`config.mk`:
```
export PLATFORM = sky130hd
export DESIGN_NAME = alu_result_monitor
export DESIGN_NICKNAME = d
export VERILOG_FILES = /design/src/rtl/alu_result_monitor.sv
export SDC_FILE = /design/constraint.sdc
export NUM_CORES = 1
export LEC_CHECK = 0
export ABC_AREA = 1
export CORE_ASPECT_RATIO = 2
export CORE_MARGIN = 2
export CORE_UTILIZATION = 35
export CTS_BUF_LIST = sky130_fd_sc_hd__clkbuf_4 sky130_fd_sc_hd__clkbuf_8 sky130_fd_sc_hd__clkbuf_16
export DETAILED_ROUTE_END_ITERATION = 6
export GPL_ROUTABILITY_DRIVEN = 0
export PLACE_DENSITY = 0.51
export SYNTH_ARGS = -nofsm -noshare
export SYNTH_HDL_FRONTEND = slang
export SYNTH_SLANG_ARGS = --single-unit
```
`constraint.sdc`:
```
create_clock -name clk -period 8.4 [get_ports clk]
set_input_delay 0.84 -clock clk [delete_from_list [all_inputs] [get_ports clk]]
set_output_delay 0.84 -clock clk [all_outputs]
set_load 0.02 [all_outputs]
```
`src/rtl/alu_result_monitor.sv`:
```
// alu_result_monitor: response-side checker for the 16-bit structural ALU.
// Compares reference and DUT result sets {w, zero, neg}, checks that the
// reference flags agree with w_ref, counts operations and mismatches, keeps
// the first failure and buffers mismatching entries in a show-ahead FIFO.
// Optional build macro: MON_HALT_ON_ERR_EN (halt the run on the first mismatch).
//
// Handshake: in_valid qualifies in_func and both result sets for exactly the
// cycle it is high; there is no back-pressure, every valid cycle in RUN is
// accepted. rd_en pops the head entry when rd_empty=0 and is ignored otherwise;
// rd_data shows the head entry combinationally from storage (0 when empty).
module alu_result_monitor #(
  parameter int WIDTH      = 16,
  parameter int FIFO_DEPTH = 8,
  parameter int CNT_W      = 16
) (
  input  logic               clk,
  input  logic               rst,
  input  logic               start,
  input  logic               stop,
  input  logic               in_valid,
  input  logic [2:0]         in_func,
  input  logic [WIDTH-1:0]   w_ref,
  input  logic               zero_ref,
  input  logic               neg_ref,
  input  logic [WIDTH-1:0]   w_dut,
  input  logic               zero_dut,
  input  logic               neg_dut,
  input  logic               rd_en,
  output logic [WIDTH+4:0]   rd_data,
  output logic               rd_empty,
  output logic               fifo_full,
  output logic               overflow,
  output logic               consist_err,
  output logic [CNT_W-1:0]   op_cnt,
  output logic [CNT_W-1:0]   mis_cnt,
  output logic               first_err_valid,
  output logic [2:0]         first_err_func,
  output logic [CNT_W-1:0]   first_err_idx,
  output logic [1:0]         state
);

  localparam int PTR_W = $clog2(FIFO_DEPTH);
  localparam int ENT_W = WIDTH + 5;
  localparam logic [PTR_W:0] DEPTH_L = FIFO_DEPTH[PTR_W:0];

  typedef enum logic [1:0] {
    ST_IDLE = 2'd0,
    ST_RUN  = 2'd1,
    ST_HALT = 2'd2
  } state_t;

  state_t             state_q, state_d;
  logic [CNT_W-1:0]   op_cnt_q, op_cnt_d;
  logic [CNT_W-1:0]   mis_cnt_q, mis_cnt_d;
  logic               first_err_valid_q, first_err_valid_d;
  logic [2:0]         first_err_func_q, first_err_func_d;
  logic [CNT_W-1:0]   first_err_idx_q, first_err_idx_d;
  logic               overflow_q, overflow_d;
  logic               consist_err_q, consist_err_d;
  logic [PTR_W-1:0]   wr_ptr_q, wr_ptr_d;
  logic [PTR_W-1:0]   rd_ptr_q, rd_ptr_d;
  logic [PTR_W:0]     occ_q, occ_d;
  logic [ENT_W-1:0]   mem_q [FIFO_DEPTH];

  logic               clear;
  logic               accept;
  logic               mismatch;
  logic               inconsist;
  logic               fifo_empty;
  logic               fifo_full_w;
  logic               pop;
  logic               push_req;
  logic               push;
  logic               mem_we;
  logic [ENT_W-1:0]   mem_wdata;

  // Decode of this cycle's events: clear, accepted op, FIFO push/pop.
  always_comb begin
    // start clears in every state, except that stop wins over start in RUN.
    clear       = start && !((state_q == ST_RUN) && stop);
    // A restart cycle's in_valid is not counted.
    accept      = (state_q == ST_RUN) && in_valid && !clear;
    mismatch    = ({w_ref, zero_ref, neg_ref} != {w_dut, zero_dut, neg_dut});
    inconsist   = (zero_ref != (w_ref == '0)) || (neg_ref != w_ref[WIDTH-1]);
    fifo_empty  = (occ_q == '0);
    fifo_full_w = (occ_q == DEPTH_L);
    pop         = rd_en && !fifo_empty;
    push_req    = accept && mismatch;
    // A full FIFO still takes the entry when the head leaves on the same edge.
    push        = push_req && (!fifo_full_w || pop);
    mem_wdata   = {in_func, w_dut, zero_dut, neg_dut};
  end

  // Next-state for the run FSM, counters, sticky flags and FIFO pointers.
  always_comb begin
    state_d           = state_q;
    op_cnt_d          = op_cnt_q;
    mis_cnt_d         = mis_cnt_q;
    first_err_valid_d = first_err_valid_q;
    first_err_func_d  = first_err_func_q;
    first_err_idx_d   = first_err_idx_q;
    overflow_d        = overflow_q;
    consist_err_d     = consist_err_q;
    wr_ptr_d          = wr_ptr_q;
    rd_ptr_d          = rd_ptr_q;
    occ_d             = occ_q;
    mem_we            = 1'b0;

    if (clear) begin
      state_d           = ST_RUN;
      op_cnt_d          = '0;
      mis_cnt_d         = '0;
      first_err_valid_d = 1'b0;
      first_err_func_d  = '0;
      first_err_idx_d   = '0;
      overflow_d        = 1'b0;
      consist_err_d     = 1'b0;
      wr_ptr_d          = '0;
      rd_ptr_d          = '0;
      occ_d             = '0;
    end else begin
      if (pop) begin
        rd_ptr_d = rd_ptr_q + PTR_W'(1);
      end
      if (push) begin
        mem_we   = 1'b1;
        wr_ptr_d = wr_ptr_q + PTR_W'(1);
      end
      case ({push, pop})
        2'b10:   occ_d = occ_q + (PTR_W+1)'(1);
        2'b01:   occ_d = occ_q - (PTR_W+1)'(1);
        default: occ_d = occ_q;
      endcase
      if (push_req && !push) begin
        overflow_d = 1'b1;
      end

      if (accept) begin
        if (op_cnt_q != '1) begin
          op_cnt_d = op_cnt_q + CNT_W'(1);
        end
        if (inconsist) begin
          consist_err_d = 1'b1;
        end
        if (mismatch) begin
          if (mis_cnt_q != '1) begin
            mis_cnt_d = mis_cnt_q + CNT_W'(1);
          end
          if (!first_err_valid_q) begin
            first_err_valid_d = 1'b1;
            first_err_func_d  = in_func;
            first_err_idx_d   = op_cnt_q;
`ifdef MON_HALT_ON_ERR_EN
            state_d = ST_HALT;
`endif
          end
        end
      end

      if ((state_q == ST_RUN) && stop) begin
        state_d = ST_HALT;
      end
    end
  end

  // Register all control state; synchronous reset discards FIFO contents.
  always_ff @(posedge clk) begin
    if (rst) begin
      state_q           <= ST_IDLE;
      op_cnt_q          <= '0;
      mis_cnt_q         <= '0;
      first_err_valid_q <= 1'b0;
      first_err_func_q  <= '0;
      first_err_idx_q   <= '0;
      overflow_q        <= 1'b0;
      consist_err_q     <= 1'b0;
      wr_ptr_q          <= '0;
      rd_ptr_q          <= '0;
      occ_q             <= '0;
    end else begin
      state_q           <= state_d;
      op_cnt_q          <= op_cnt_d;
      mis_cnt_q         <= mis_cnt_d;
      first_err_valid_q <= first_err_valid_d;
      first_err_func_q  <= first_err_func_d;
      first_err_idx_q   <= first_err_idx_d;
      overflow_q        <= overflow_d;
      consist_err_q     <= consist_err_d;
      wr_ptr_q          <= wr_ptr_d;
      rd_ptr_q          <= rd_ptr_d;
      occ_q             <= occ_d;
    end
  end

  // FIFO storage; contents need no reset because rd_data is gated by empty.
  always_ff @(posedge clk) begin
    if (mem_we) begin
      mem_q[wr_ptr_q] <= mem_wdata;
    end
  end

  assign rd_data         = (occ_q == '0) ? '0 : mem_q[rd_ptr_q];
  assign rd_empty        = (occ_q == '0);
  assign fifo_full       = (occ_q == DEPTH_L);
  assign overflow        = overflow_q;
  assign consist_err     = consist_err_q;
  assign op_cnt          = op_cnt_q;
  assign mis_cnt         = mis_cnt_q;
  assign first_err_valid = first_err_valid_q;
  assign first_err_func  = first_err_func_q;
  assign first_err_idx   = first_err_idx_q;
  assign state           = state_q;

endmodule

```
# == Yosys cells after proc, flatten, opt, wreduce, memory -nomap -nowiden ==
# Memories as Yosys holds them, arrays and structs flattened. A register that Yosys moved wholly into a read port is not among the register bits.
# Index checks and enable logic that the tools add are counted.
# word_totals
elab_cells,64
reg_bits,66
in_bits,45
ramBits,168
output_inout_bits,79
n_memories,1
# memory_table
name,words,word_bits,rd,rd_clocked_by_memory_dff,wr,line_no,text
mem_q,8,21,1,1,1,63,logic [ENT_W-1:0] mem_q [FIFO_DEPTH];
# op_classes
n_eq_ne,9
addsub,6
bitwise_logic,1
n_reduce_logical,25
muxes,10
# op_table
op,count
$add A16 B1 Y16 const B,2
$ne A16 B16 Y1 const B,2
$mux W21,1
$ne A18 B18 Y1,1
$logic_not A16 Y1,1
$logic_and A1 B1 Y1,8
$pmux W4 S2,1
$add A3 B1 Y3 const B,2
$mux W1,6
$mux W3,2
$reduce_and A2 Y1,3
$reduce_and A3 Y1,2
$logic_not A1 Y1,5
$add A4 B1 Y4 const B,1
$eq A2 B1 Y1 const B,2
$eq A4 B4 Y1 const B,1
$logic_not A4 Y1,1
$reduce_bool A2 Y1,2
$sub A4 B1 Y4 const B,1
$eq A2 B2 Y1 const B,1
$logic_or A1 B1 Y1,2
$ne A1 B1 Y1,2
$reduce_or A2 Y1,1
$not A1 Y1,1

# == Depth between registers and ports, before layout ==
# logic_depth
word_depth,12
mapped_depth,20
mapped_depth_nobuf,20

# == Worst setup path after synthesis ==
# OpenSTA, ideal clock, no wires.
# synth_path
path_type,input-to-reg
from,in w_ref[13]
to,mem mem_q[0][0] (netlist name) (enable)
t_arrival_ns,3.041
n_path_buf,0
setup_slack_ns,4.934
path_stages,11
setup_ns,0.425
required_time_ns,7.975
path_cell_list,nand2_1 -> inv_1 -> nor2_1 -> nor2_1 -> nand2_1 -> nor2_2 -> nand2_2 -> nand2_4 -> nor2_1 -> inv_2 -> nor3_1
# synth_via
elab_chain_cells,7
# synth_rtl
element,line_no,text
start: declaration,22,"input logic [WIDTH-1:0] w_ref,"
$ne A18 B18 Y1,83,"mismatch = ({w_ref, zero_ref, neg_ref} != {w_dut, zero_dut, neg_dut});"
$logic_and A1 B1 Y1,88,push_req = accept && mismatch;
$logic_and A1 B1 Y1,90,push = push_req && (!fifo_full_w || pop);
$mux W1,125,if (push) begin
$mux W1,109,if (clear) begin
$mux W1,197,if (mem_we) begin
$mux W1 (not written as such),198,mem_q[wr_ptr_q] <= mem_wdata;
end: declaration,63,
# No other way between the ends.

==> impl_metrics.py <==
metrics = {
    "status": {
        "run_status": "finished clean",
    },
    "timing": {
        "rsz_0062_raised_after_global_routing": "false",
        "fin_worst_hold_slack_ns": 0.450,
        "finalSetupViolations": 0,
        "final_period_minus_worst_setup_slack_ns": 4.53,
        "slew_viol_final": 0,
        "worst_slew_margin_rel": 0.382,
        "finalClockSkew_ns": 0.0199,
        "hold_viol": 0,
        "min_period_over_period": 0.539,
        "final_critical_path_setup_slack_ns": 3.87,
        "setup-tns-final_ns": 0,
        "worst_slew_pin_slew_ns": 0.922,
        "clock.fmax_mhz": 221,
    },
    "logic_synthesis": {
        "ys_warn_count": 0,
        "number_of_synthesized_register_bits": 237,
        "synth.avg_cell_area_um2": 10.3,
        "synth_compound_gate_area_share": 0.133,
        "muxShareOfSynthArea": 0,
        "synth_cells": 975,
        "synth.cell_area_um2": 10000,
        "synth_sequential_area_ratio": 0.642,
        "fraction_of_synthesized_cell_area_in_xor_and_xnor_cells": 0.0158,
        "synth_fa_ha_area_frac": 0.00950,
        "synth_top_family_by_area": "simple AND/OR/NAND/NOR gates",
        "post_synth_and_or_nand_nor_area_fraction": 0.150,
        "netlist-cell-type-count": 36,
        "synthesis.nets": 1027,
    },
    "grt": {
        "gr-total-overflow": 0,
        "grt_max_degree": 86,
        "first_global_vias": 7533,
        "grt_pass1_wl_um": 41400,
        "gr-usage-all-layers": 0.179,
        "initial_antenna_violation_count": 0,
    },
    "setup_path": {
        "worst_setup_path_start_kind": "flip-flop",
        "slowest_stage": "sky130_fd_sc_hd__buf_4",
        "worstPathArrival_ns": 3.69,
        "timing_worst_setup_path_type": "reg2out",
        "critical_path.endpoint_type": "output port",
        "cells_traversed_along_the_worst_timing_path": "buf_4 > inv_2 > buf_4 > o21ai_0 > o22ai_1 > o21ai_0 > a31oi_1 > clkdlybuf4s50_1",
        "worst_ep_required_time_ns": 7.56,
        "critical_path.max_fanout": 85,
        "max_stage_delay_ns": 0.68,
    },
    "routing": {
        "drt_iter0_markers": 477,
        "dr.pass1.iters": 4,
        "detail_route.vias_per_cell": 5.07,
        "wirelength_um": 26600,
        "antenna_violating_nets_post_route": 0,
        "drc": 0,
        "detailroute.via_count": 7412,
        "post_drt_wl_per_cell_um": 18.2,
    },
    "final_layout": {
        "final_cell_mix": "178 x sky130_fd_sc_hd__nor2_1, 168 x sky130_fd_sc_hd__edfxtp_1, 150 x sky130_fd_sc_hd__o21ai_0, 123 x sky130_fd_sc_hd__clkdlybuf4s50_1, 85 x sky130_fd_sc_hd__nand2_1",
        "num-fill-cells": 2697,
        "antenna_cells_inserted": 0,
        "finish.net_count": 1143,
        "final_common_cell": "sky130_fd_sc_hd__nor2_1",
        "layout-drive-gt1-share": 0.0842,
        "area.growth.synth_to_final_pct": 23.1,
    },
    "floorplanning": {
        "chipHeight_um": 243,
        "core.rowCount": 87,
        "placeableCoreArea_um2": 28200,
        "initial_core_util": 0.355,
        "top_level_ports": 124,
        "die-area_um2": 30000,
        "horizontal_die_dimension_um": 124,
    },
    "placed_design": {
        "dp_hpwl_um": 17400,
        "placement.io_buffers": 123,
        "placement.setup.worst_slack_ns": 4.37,
    },
    "cts": {
        "clockBufferDepth": 3,
        "cts_buffers": 22,
        "tritoncts_sink_count": 237,
        "ctsResizeCount": 0,
        "buffers_inserted_during_post_cts_setup_optimization": 0,
        "insertion_delay_of_the_later_clocked_pin_in_the_worst_skew_pair_ns": 0.52,
        "clock-root-buffer": "sky130_fd_sc_hd__clkbuf_16",
        "clkSlewWorstSetupHoldPaths_ns": 0.06,
        "cts-hold-fix-buffers": 0,
        "tritoncts_clock_tree": "yes",
        "htree_levels": 1,
    },
    "power_and_ir_drop": {
        "vdd_drop_max_uv": 140,
        "power.density_cell_area_nw_per_um2": 199,
        "p_leak_nw": 4.18,
    },
    "worst_hold_path": {
        "hold_path.class": "reg2reg",
    },
    "run": {
        "max_cap_viol": 0,
    },
}
per-stage QoR:
stage               instances  power [mW]   util  area (um^2)
global route             1461        2.54  0.437        12300
detailed placement       1423        1.50  0.412        11600
global placement         1423        1.50  0.412        11600
floorplan                 975        1.40      -        10000
finish                   1461        2.45  0.437        12300
CTS                      1461        2.49  0.437        12300
critical path, delay by kind of cell, from the launching register on:
family	cells	cell delay, ns
AOI/OAI and AO/OA	4	0.68
buffers and inverters	4	2.12
DFF	1	0.31
layer usage:
metal,GRT usage,up-vias,share of wire
met5,0,-,0
met4,0.0655,0,0.027
met1,0.206,3558,0.38
met3,0.0258,41,0.049
met2,0.329,197,0.54
li1,-,3616,-
power by group:
| part | switching, mW | total, mW | internal (mW) |
|---|---|---|---|
| Sequential | 0.00492 | 1.26 | 1.26 |
| Combinational | 0.131 | 0.209 | 0.0775 |
| Clock | 0.426 | 0.983 | 0.557 |
| Total | 0.562 | 2.45 | 1.89 |
kinds of logic (layout without fill, tap and decap cells):
family,after synthesis,after routing
adder cells (fa/ha/maj),7,7
flip-flops,237,237
AND/OR/NAND/NOR,342,342
XOR/XNOR,18,18
buffers and inverters,123,253
AO/OA/AOI/OAI,248,248
sequential cells by signal, summed over array words and instances (netlist names), named ones only:
| name | cells |
|---|---|
| consist_err | 1 |
| first_err_func | 3 |
| first_err_idx | 16 |
| first_err_valid | 1 |
| mem_q | 168 |
| mis_cnt | 16 |
| occ_q | 4 |
| op_cnt | 16 |
| overflow | 1 |
| rd_ptr_q | 3 |
| state | 2 |
| wr_ptr_q | 3 |
worst paths after layout:
check,from,endpoint,slack [ns],cells past startpoint
max,flip-flop,rd_data[3],3.87,8
min,consist_err,consist_err,0.45,2
max reg2reg,occ_q[0],occ_q[3],5.44,17
min reg2reg,consist_err,consist_err,0.45,2
cells in the mapped netlist:
| library cell | number | area (um^2) |
|---|---|---|
| sky130_fd_sc_hd__edfxtp_1 | 168 | 5040 |
| sky130_fd_sc_hd__a21oi_2 | 7 | 61.3 |
| sky130_fd_sc_hd__and3_1 | 1 | 6.26 |
| sky130_fd_sc_hd__a21oi_1 | 44 | 220 |
| sky130_fd_sc_hd__buf_8 | 1 | 15.0 |
| sky130_fd_sc_hd__inv_1 | 73 | 274 |
| sky130_fd_sc_hd__inv_2 | 3 | 11.3 |
| sky130_fd_sc_hd__inv_4 | 2 | 12.5 |
| sky130_fd_sc_hd__xor2_1 | 15 | 131 |
| sky130_fd_sc_hd__o21ai_0 | 150 | 751 |
| sky130_fd_sc_hd__dfxtp_1 | 69 | 1380 |
| sky130_fd_sc_hd__buf_1 | 2 | 7.51 |
| sky130_fd_sc_hd__nor2_2 | 1 | 6.26 |
| sky130_fd_sc_hd__buf_2 | 5 | 25.0 |
| sky130_fd_sc_hd__a211oi_1 | 1 | 7.51 |
| sky130_fd_sc_hd__nor3_1 | 14 | 70.1 |
| sky130_fd_sc_hd__a31oi_1 | 24 | 150 |
| sky130_fd_sc_hd__nand2_1 | 85 | 319 |
| sky130_fd_sc_hd__clkbuf_1 | 35 | 131 |
| sky130_fd_sc_hd__o21a_1 | 1 | 7.51 |
| sky130_fd_sc_hd__nor2_1 | 183 | 687 |
| sky130_fd_sc_hd__buf_6 | 2 | 22.5 |
| sky130_fd_sc_hd__o22ai_1 | 21 | 131 |
| sky130_fd_sc_hd__nand3_2 | 2 | 20.0 |
| sky130_fd_sc_hd__nor3_2 | 2 | 20.0 |
| sky130_fd_sc_hd__nor3b_1 | 3 | 22.5 |
| sky130_fd_sc_hd__nor2_4 | 4 | 45.0 |
| sky130_fd_sc_hd__xnor2_1 | 3 | 26.3 |
| sky130_fd_sc_hd__nor4_1 | 8 | 50.1 |
| sky130_fd_sc_hd__nor2_8 | 1 | 20.0 |
| sky130_fd_sc_hd__nand4_1 | 9 | 56.3 |
| sky130_fd_sc_hd__ha_1 | 6 | 75.1 |
| sky130_fd_sc_hd__nand3_1 | 20 | 100 |
| sky130_fd_sc_hd__nand2_2 | 5 | 31.3 |
| sky130_fd_sc_hd__nand2_4 | 4 | 45.0 |
| sky130_fd_sc_hd__fa_1 | 1 | 20.0 |
final cells by class:
type                       count  area [um^2]  area share
multi-input combinational    615         3110       0.253
sequential                   237         6430       0.522
timing repair buffer         137         1340       0.108
clock buffer                  30          628      0.0510
tap                          356          445      0.0362
inverter                      78          298      0.0242
clock inverter                 8         72.6     0.00589
Power figures use the tool's default switching activity.
